==> src/rtl/ball_motion_ctrl_pkg.sv <==
// Shared types and constants for the ball motion controller (package ball_ctrl_pkg).
// Build option: define BALL_CTRL_ACCEL_EN to enable held-key acceleration.
package ball_ctrl_pkg;

  typedef enum logic [1:0] {
    DIR_UP    = 2'd0,
    DIR_DOWN  = 2'd1,
    DIR_LEFT  = 2'd2,
    DIR_RIGHT = 2'd3
  } dir_t;

  typedef enum logic [1:0] {
    IDLE = 2'd0,
    KEY  = 2'd1,
    AUTO = 2'd2
  } state_t;

  localparam logic [7:0] KC_UP    = 8'h1A;
  localparam logic [7:0] KC_DOWN  = 8'h16;
  localparam logic [7:0] KC_LEFT  = 8'h04;
  localparam logic [7:0] KC_RIGHT = 8'h07;

  localparam int MOTION_W = 10;

  typedef struct packed {
    logic signed [MOTION_W-1:0] x;
    logic signed [MOTION_W-1:0] y;
  } motion_t;

endpackage

==> src/rtl/ball_motion_ctrl_if.sv <==
// Control bus between the keyboard/autopilot side and the ball motion controller.
// The controller takes the slave modport; the input sources take the master modport.
interface ball_motion_ctrl_if;
  import ball_ctrl_pkg::*;

  logic [7:0]          keycode;
  logic                auto_req;
  logic [1:0]          auto_dir;
  logic                auto_gnt;
  logic [MOTION_W-1:0] Motion_X;
  logic [MOTION_W-1:0] Motion_Y;
  logic [1:0]          owner;

  modport master (
    output keycode, auto_req, auto_dir,
    input  auto_gnt, Motion_X, Motion_Y, owner
  );

  modport slave (
    input  keycode, auto_req, auto_dir,
    output auto_gnt, Motion_X, Motion_Y, owner
  );

endinterface

==> src/rtl/ball_motion_ctrl_key_decode.sv <==
// Combinational HID keycode decoder: maps the four arrow-like keys to a direction.
// Any other code, including 0x00, reports no valid key.
module key_decode
  import ball_ctrl_pkg::*;
(
  input  logic [7:0] i_keycode,
  output logic       o_valid,
  output dir_t       o_dir
);

  always_comb begin
    o_valid = 1'b1;
    o_dir   = DIR_UP;
    case (i_keycode)
      KC_UP:    o_dir = DIR_UP;
      KC_DOWN:  o_dir = DIR_DOWN;
      KC_LEFT:  o_dir = DIR_LEFT;
      KC_RIGHT: o_dir = DIR_RIGHT;
      default:  o_valid = 1'b0;
    endcase
  end

endmodule

==> src/rtl/ball_motion_ctrl.sv <==
// Arbitrates ball motion between keyboard (priority, with timeout) and autopilot.
// Build option: BALL_CTRL_ACCEL_EN enables held-key acceleration up to MAX_STEP.
module ball_motion_ctrl
  import ball_ctrl_pkg::*;
#(
  parameter int KEY_TIMEOUT  = 60,
  parameter int STEP         = 1,
  parameter int MAX_STEP     = 4,
  parameter int ACCEL_FRAMES = 8
) (
  input  logic               frame_clk,
  input  logic               Reset_n,
  ball_motion_ctrl_if.slave  bus
);

  localparam int CNT_W = (KEY_TIMEOUT < 1) ? 1 : $clog2(KEY_TIMEOUT + 1);
  localparam logic [MOTION_W-1:0] BASE_STEP = MOTION_W'(STEP);

  function automatic motion_t dir_motion(input dir_t d, input logic [MOTION_W-1:0] s);
    motion_t                    m;
    logic signed [MOTION_W-1:0] ss;
    ss  = $signed(s);
    m.x = '0;
    m.y = '0;
    case (d)
      DIR_UP:   m.y = -ss;
      DIR_DOWN: m.y = ss;
      DIR_LEFT: m.x = -ss;
      default:  m.x = ss;
    endcase
    return m;
  endfunction

  logic                w_key_vld;
  dir_t                w_key_dir;
  logic [MOTION_W-1:0] w_key_step;

  state_t              r_state, w_state_nxt;
  logic [CNT_W-1:0]    r_cnt, w_cnt_nxt;
  motion_t             r_motion, w_motion_nxt;

  key_decode u_key_decode (
    .i_keycode (bus.keycode),
    .o_valid   (w_key_vld),
    .o_dir     (w_key_dir)
  );

`ifdef BALL_CTRL_ACCEL_EN
  localparam int ACC_W = (ACCEL_FRAMES <= 1) ? 1 : $clog2(ACCEL_FRAMES);

  function automatic logic [MOTION_W-1:0] step_inc(input logic [MOTION_W-1:0] s);
    if (s >= MOTION_W'(MAX_STEP)) return MOTION_W'(MAX_STEP);
    return s + MOTION_W'(1);
  endfunction

  logic [MOTION_W-1:0] r_step, w_step_nxt;
  logic [ACC_W-1:0]    r_acc, w_acc_nxt;
  logic                r_prev_vld;
  dir_t                r_prev_dir;
  logic                w_same_key;

  // Acceleration tracks the decoded key every frame, independent of ownership.
  always_comb begin
    w_same_key = w_key_vld && r_prev_vld && (w_key_dir == r_prev_dir);
    w_step_nxt = BASE_STEP;
    w_acc_nxt  = '0;
    if (w_same_key) begin
      if (r_acc >= ACC_W'(ACCEL_FRAMES - 1)) begin
        w_step_nxt = step_inc(r_step);
      end else begin
        w_step_nxt = r_step;
        w_acc_nxt  = r_acc + ACC_W'(1);
      end
    end
  end

  always_ff @(posedge frame_clk) begin
    if (!Reset_n) begin
      r_step     <= BASE_STEP;
      r_acc      <= '0;
      r_prev_vld <= 1'b0;
      r_prev_dir <= DIR_UP;
    end else begin
      r_step     <= w_step_nxt;
      r_acc      <= w_acc_nxt;
      r_prev_vld <= w_key_vld;
      r_prev_dir <= w_key_dir;
    end
  end

  assign w_key_step = w_step_nxt;
`else
  logic w_unused_accel_cfg;
  assign w_unused_accel_cfg = ^{MAX_STEP, ACCEL_FRAMES};
  assign w_key_step         = BASE_STEP;
`endif

  // Next-state: keyboard always wins; autopilot motion always uses the base step.
  always_comb begin
    w_state_nxt  = r_state;
    w_cnt_nxt    = r_cnt;
    w_motion_nxt = r_motion;
    case (r_state)
      IDLE: begin
        if (w_key_vld) begin
          w_state_nxt  = KEY;
          w_cnt_nxt    = CNT_W'(KEY_TIMEOUT);
          w_motion_nxt = dir_motion(w_key_dir, w_key_step);
        end else if (bus.auto_req) begin
          w_state_nxt  = AUTO;
          w_motion_nxt = dir_motion(dir_t'(bus.auto_dir), BASE_STEP);
        end
      end
      KEY: begin
        if (w_key_vld) begin
          w_cnt_nxt    = CNT_W'(KEY_TIMEOUT);
          w_motion_nxt = dir_motion(w_key_dir, w_key_step);
        end else if (r_cnt <= CNT_W'(1)) begin
          w_state_nxt = IDLE;
          w_cnt_nxt   = '0;
        end else begin
          w_cnt_nxt = r_cnt - CNT_W'(1);
        end
      end
      AUTO: begin
        if (w_key_vld) begin
          w_state_nxt  = KEY;
          w_cnt_nxt    = CNT_W'(KEY_TIMEOUT);
          w_motion_nxt = dir_motion(w_key_dir, w_key_step);
        end else if (!bus.auto_req) begin
          w_state_nxt = IDLE;
        end else begin
          w_motion_nxt = dir_motion(dir_t'(bus.auto_dir), BASE_STEP);
        end
      end
      default: begin
        w_state_nxt = IDLE;
        w_cnt_nxt   = '0;
      end
    endcase
  end

  always_ff @(posedge frame_clk) begin
    if (!Reset_n) begin
      r_state  <= IDLE;
      r_cnt    <= '0;
      r_motion <= '0;
    end else begin
      r_state  <= w_state_nxt;
      r_cnt    <= w_cnt_nxt;
      r_motion <= w_motion_nxt;
    end
  end

  assign bus.auto_gnt = (r_state == AUTO);
  assign bus.owner    = r_state;
  assign bus.Motion_X = r_motion.x;
  assign bus.Motion_Y = r_motion.y;

endmodule

==> src/flat_wrapper.sv <==
// flat-port wrapper written by rule: the top's interface ports become plain ports
module ball_motion_ctrl_flat import ball_ctrl_pkg::*;
#(
  parameter int KEY_TIMEOUT  = 60,
  parameter int STEP         = 1,
  parameter int MAX_STEP     = 4,
  parameter int ACCEL_FRAMES = 8
)
  (frame_clk, Reset_n, bus_keycode, bus_auto_req, bus_auto_dir, bus_auto_gnt, bus_Motion_X, bus_Motion_Y, bus_owner);
  ball_motion_ctrl_if bus_i ();
  input  logic frame_clk;
  input  logic Reset_n;
  input wire logic [$bits(bus_i.keycode)-1:0] bus_keycode;
  input wire logic [$bits(bus_i.auto_req)-1:0] bus_auto_req;
  input wire logic [$bits(bus_i.auto_dir)-1:0] bus_auto_dir;
  output wire logic [$bits(bus_i.auto_gnt)-1:0] bus_auto_gnt;
  output wire logic [$bits(bus_i.Motion_X)-1:0] bus_Motion_X;
  output wire logic [$bits(bus_i.Motion_Y)-1:0] bus_Motion_Y;
  output wire logic [$bits(bus_i.owner)-1:0] bus_owner;
  assign bus_i.keycode = bus_keycode;
  assign bus_i.auto_req = bus_auto_req;
  assign bus_i.auto_dir = bus_auto_dir;
  assign bus_auto_gnt = bus_i.auto_gnt;
  assign bus_Motion_X = bus_i.Motion_X;
  assign bus_Motion_Y = bus_i.Motion_Y;
  assign bus_owner = bus_i.owner;
  ball_motion_ctrl #(.KEY_TIMEOUT(KEY_TIMEOUT), .STEP(STEP), .MAX_STEP(MAX_STEP), .ACCEL_FRAMES(ACCEL_FRAMES)) u_core (.frame_clk(frame_clk), .Reset_n(Reset_n), .bus(bus_i));
endmodule
==> config.mk <==
export PLATFORM = sky130hd
export DESIGN_NAME = ball_motion_ctrl_flat
export DESIGN_NICKNAME = d
export VERILOG_FILES = /design/src/rtl/ball_motion_ctrl_pkg.sv /design/src/rtl/ball_motion_ctrl_if.sv /design/src/rtl/ball_motion_ctrl_key_decode.sv /design/src/rtl/ball_motion_ctrl.sv /design/src/flat_wrapper.sv
export SDC_FILE = /design/constraint.sdc
export NUM_CORES = 1
export LEC_CHECK = 0
export CORE_ASPECT_RATIO = 0.8
export CORE_MARGIN = 4
export CORE_UTILIZATION = 41
export DETAILED_ROUTE_END_ITERATION = 10
export PLACE_DENSITY = 0.78
export SYNTH_ARGS = -nofsm -noshare
export SYNTH_HDL_FRONTEND = slang
export SYNTH_SLANG_ARGS = --single-unit
export TNS_END_PERCENT = 50
==> constraint.sdc <==
create_clock -name frame_clk -period 2.24 [get_ports frame_clk]
set_clock_uncertainty 0.1 [all_clocks]
set_input_delay 0.672 -clock frame_clk [delete_from_list [all_inputs] [get_ports frame_clk]]
set_output_delay 0.672 -clock frame_clk [all_outputs]
set_load 0.01 [all_outputs]
; Word level (Yosys, flattened, before mapping)
; Index checks and enable logic that the tools add are counted.
[classes]
muxes = 21
order_cmp = 1
n_addsub = 1
eq_ne = 17
reduce_logical = 10
[op_table]
columns = cell, count
row1 = $pmux 10 s2, 4
row2 = $mux 20, 3
row3 = $pmux 20 s2, 1
row4 = $mux 6, 3
row5 = $eq 8x3->1 const B, 2
row6 = $eq 8x5->1 const B, 2
row7 = $mux 2, 6
row8 = $pmux 2 s3, 2
row9 = $pmux 6 s2, 1
row10 = $eq 2x1->1 const B, 3
row11 = $eq 2x2->1 const B, 3
row12 = $le 6x1->1 const B, 1
row13 = $logic_not 2->1, 3
row14 = $reduce_or 2->1, 3
row15 = $sub 6x1->6 const B, 1
row16 = $ne 2x1->1 const B, 2
row17 = $ne 2x2->1 const B, 2
row18 = $reduce_and 4->1, 1
row19 = $reduce_or 4->1, 1
row20 = $ne 3x1->1 const B, 1
row21 = $ne 3x2->1 const B, 1
row22 = $ne 3x3->1 const B, 1
row23 = $reduce_and 3->1, 1
row24 = $reduce_bool 2->1, 1
row25 = $mux 1, 1
[totals]
reg_bits = 28
elab_cells = 54

; Logic depth before layout (Yosys ltp)
[depth]
word_depth = 7
mapped_depth = 7

; Modules after synthesis
; A second synthesis with hierarchy kept.
[hier_totals]
cells_unflattened = 107
area_unflattened_um2 = 894.6
[modules_own_cells]
columns = module, cells_per_inst, area_per_inst_um2, n_inst
row1 = ball_motion_ctrl, 97, 818.3, 1
row2 = key_decode, 10, 76.3, 1

; Least setup slack after synthesis
; OpenSTA, ideal clock, no wires.
[synth_timing]
path_kind = input port to flip-flop
from = in bus_keycode[0]
to = reg u_core.r_cnt[2]
n_path_buf = 0
t_required_ns = 2.008
arrival_time_ns = 1.724
cell_stages = 5
setup_ns = 0.132
setup_slack_ns = 0.284
cell_sequence = or4_4 > nor3_4 > nor3_1 > o21ai_1 > a31oi_1
[synth_via]
elab_chain_cells = 5
word_cells_on_any_way = 9
cone_classes = eq/ne (5) / mux (3) / reduce/logical (1)
[synth_lines]
columns = item, line
row1 = from (decl), flat_wrapper.sv:13  ; input wire logic [$bits(bus_i.keycode)-1:0] bus_keycode;
row2 = $eq 8x3->1 / $eq 8x5->1 (equally long branches), ball_motion_ctrl_key_decode.sv:14  ; case (i_keycode)
row3 = $reduce_or 4->1 (no source line) (*), --
row4 = $mux 1 (*), ball_motion_ctrl_key_decode.sv:14
row5 = $mux 6, ball_motion_ctrl.sv:115  ; if (w_key_vld) begin
row6 = $pmux 6 s2, ball_motion_ctrl.sv:103  ; case (r_state)
row7 = to (signal assigned), ball_motion_ctrl.sv:150  ; r_cnt <= w_cnt_nxt;
row8 = to (decl), ball_motion_ctrl.sv:39  ; logic [CNT_W-1:0] r_cnt, w_cnt_nxt;
; Every way passes the cells marked *; elsewhere a longest branch is shown, timed or not.
; A chain may end at the register's enable or synchronous reset.

; Worst setup path after layout
[layout_timing]
from = in bus_keycode[2]
to = reg u_core.r_motion (netlist bit u_core.bus.Motion_X[8])
[layout_via]
elab_chain_cells = 7
word_cells_on_any_way = 18
cone_classes = eq/ne (8) / mux (6) / reduce/logical (4)
[layout_lines]
columns = item, line
row1 = $eq 8x3->1 / $eq 8x5->1 (equally long branches), ball_motion_ctrl_key_decode.sv:14
row2 = $pmux 2 s3, ball_motion_ctrl_key_decode.sv:14
row3 = $eq 2x1->1 / $logic_not 2->1 (equally long branches), ball_motion_ctrl.sv:25  ; case (d)
row4 = $reduce_or 2->1 (no source line), --
row5 = $pmux 10 s2, ball_motion_ctrl.sv:25
row6 = "$mux 20, on equally long branches", "ball_motion_ctrl.sv:105, ball_motion_ctrl.sv:115"
row7 = $pmux 20 s2, ball_motion_ctrl.sv:103
row8 = to (signal assigned), ball_motion_ctrl.sv:151  ; r_motion <= w_motion_nxt;
row9 = to (decl), ball_motion_ctrl.sv:40  ; motion_t r_motion, w_motion_nxt;
; Parallel ways exist; a longest one is shown, timed or not. The select of a mux whose other input is x is not followed.

==> flow_summary.yaml <==
setup_path:
  crit_arrival_ns: 2.27
  r2r-end: "u_core.r_cnt[2]$_SDFFE_PN0P_"
  worstPathCellList: "clkdlybuf4s50_1 > nor3b_2 > and3_2 > o32a_1 > a221oi_2"
  cp-start-kind: "primary input"
  worstSetupPathType: "in -> reg"
  max_stage_delay_ns: 0.47
  cp_max_fo: 5
  reg2regPathDepth: 5
  critPathRequiredTime_ns: 2.34
  end_kind: "flop"
  r2r-start: "u_core.r_cnt[4]$_SDFFE_PN0P_"
  ff2ff_setup_slack_ns: 0.52
  cpMaxStageDelayCell: "clkdlybuf4s50_1"
  cp-startpoint: "bus_keycode[2]"
yosys:
  synth_area_per_cell_um2: 8.032
  synthDistinctLibCells: 34
  synth_top_area_share_pct: 28.49
  synth_top_family_by_area: "simple AND/OR/NAND/NOR gates"
  yosys_warnings: 0
  syn-cell-area_um2: 843.3
  synth_fa_ha_area_share_pct: 2.967
  synth_mux_area_share_pct: 1.187
  synth-compound-area-share_pct: 22.26
  ys_seq_area_share_pct: 28.49
  synthXorXnorAreaFrac_pct: 2.077
  ys_top_cells_by_area: "dfxtp_1, buf_4, a21oi_1, nor2_1, nand2_1"
  synth-simple-area-share_pct: 26.56
  syn-num-nets: 120
  synth_cells: 105
  synth_seq_cells: 12
  yosysTopAreaCell: "dfxtp_1"
floorplan:
  num_io_pins: 36
  die_w_um: 58.71
  core-area_um2: 1909
  core.rowCount: 14
  initial_utilization_pct: 44.17
  dieArea_um2: 2851
  die_h_um: 48.57
sta:
  finalSetupViolations: 0
  period_minus_slack_ns: 2.163
  setup-tns-final_ns: 0
  rsz0062_at_grt: "no"
  final_max_slew_viol_count: 0
  post-route-period-util_pct: 96.56
  timing.fmax_mhz: 462.3
  tightest_slew_ns: 0.2999
  holdWs_ns: 0.3665
  finalHoldViolCount: 0
  relSlewSlack_pct: 79.96
hold_path:
  hold_start: "u_core.bus.Motion_Y[0]$_SDFFE_PN0P_"
  min_to: "u_core.bus.Motion_Y[0]$_SDFFE_PN0P_"
  hold_depth: 2
  hold_class: "reg -> reg"
run:
  maxCapViolations: 0
route:
  drtPass1Iterations: 4
  drt_iter0_markers: 24
  drc: 0
  vias: 831
  wl_per_cell_um: 13.27
  drt-total-wl_mm: 2.096
  ant_nets: 0
  vias_per_cell: 5.259
cts:
  path_clk_slew_ns: 0.09
  cts_max_path_buffers: 2
  post-cts-setup-buffer-count: 0
  holdBufCountCts: 0
  cts_made_buffers: 3
  cts.sinks: 12
  clock_latency_ns: 0.28
  root_buffer: "clkbuf_4"
  tritoncts: "yes"
  htreeDepth: 1
global_route:
  grt_pass1_vias: 762
  grt_antenna_before_repair: 0
  grt_pass1_wl_mm: 3.512
  grt_start_max_net_pins: 11
  grt_overflow: 0
  grt_usage_pct: 15.61
layout:
  n_fill_cell: 165
  final_cell_mix: "clkdlybuf4s50_1, dfxtp_1, nor2_1"
  fin_area_um2: 1206
  drive_above_1_share_pct: 16.42
  layout_commonest_cell: "clkdlybuf4s50_1"
  antenna_cells: 0
  final_cells: 158
  final_nets: 150
  syn_to_final_growth_pct: 43.03
place:
  dp.cells: 154
  gp_congestion: 0.8937
  port_buffers: 35
  post-dp-hpwl_mm: 1.684
  dpl_cell_area_um2: 1149
power:
  vdd_drop_max_uv: 250.2
  p_total_uw: 552.9
  p_per_area_nw_per_um2: 458.4
  p_leak_nw: 0.4589
status:
  status: "complete, no violations"
kinds of logic (layout without fill, tap and decap cells):
kind of cell             count (synthesis)  after routing
flip-flops                              12             12
multiplexers                             1              1
XOR/XNOR                                 2              2
adder cells (fa/ha/maj)                  2              2
AND/OR/NAND/NOR                         41             41
AO/OA/AOI/OAI                           26             26
buffers and inverters                   21             50
per-layer routing:
metal | part of all wire [%] | up-vias | routed length [um] | global-route usage, %
met3 | 4.3 | 5 | 91 | 1.596
met4 | 2.5 | 0 | 52 | 7.925
met1 | 42 | 371 | 884 | 18.62
li1 | - | 422 | - | -
met5 | 0 | - | 0 | 0
met2 | 51 | 33 | 1068 | 27.14
per-stage QoR:
stage	setup slack (ns)	util, %
final	0.07708	63.17
after global routing	0.001536	63.17
after CTS	0.02775	62.45
after detailed placement	-0.2948	60.16
after global placement	-0.2421	60.16
after floorplan	0.2842	-
final cells by class:
cell class	count	area, um2	area share, %
repair buffers	41	391.6	32.47
well taps	24	30.03	2.490
clock buffers	4	36.28	3.008
inverters	5	18.77	1.556
multi-input cells	72	489.2	40.56
flip-flops and latches	12	240.2	19.92
what timing repair did:
item / in CTS / in global routing
endpoints found under the setup margin: 1 / 4
pin swaps: 4 / 1
gates resized for setup: 5 / 3
power breakdown:
group	switching, mW	internal [mW]
clock network	0.0798	0.0989
logic	0.0600	0.0850
registers	0.00862	0.220
total	0.148	0.404
synthesized netlist by cell type, drive strengths merged:
library cell	n
buf	16
dfxtp	12
nor2	11
nand2	10
a21oi	9
o21ai	6
inv	5
nor3	5
a31oi	4
nand3	3
ha	2
nand4b	2
nor2b	2
or4	2
xnor2	2
a221oi	1
and2	1
and3	1
mux2i	1
nand4	1
nor3b	1
nor4	1
o211a	1
o21a	1
o22ai	1
o311ai	1
o31ai	1
o32a	1
or3	1
worst max path at each step:
stage | slack [ns] | to
finish | 0.08 | u_core.bus.Motion_X[8]$_SDFFE_PN0P_
global route | 0.002 | bus_Motion_X[2]
CTS | 0.03 | u_core.bus.Motion_X[8]$_SDFFE_PN0P_
detailed placement | -0.29 | u_core.r_cnt[4]$_SDFFE_PN0P_
global placement | -0.24 | u_core.r_cnt[2]$_SDFFE_PN0P_
floorplan | 0.28 | u_core.r_cnt[2]$_SDFFE_PN0P_
worst max-delay path, delay by kind of cell:
| family | cells | cell delay [ns] |
|---|---|---|
| simple gates | 2 | 0.48 |
| compound gates | 2 | 0.64 |
| buf+inv | 1 | 0.47 |
state kept, by name (all words and copies together), names as in the netlist:
register / flops
u_core.bus.Motion_X: 2
u_core.bus.Motion_Y: 2
u_core.bus.owner: 2
u_core.r_cnt: 6
(Power assumes the default switching activity.)
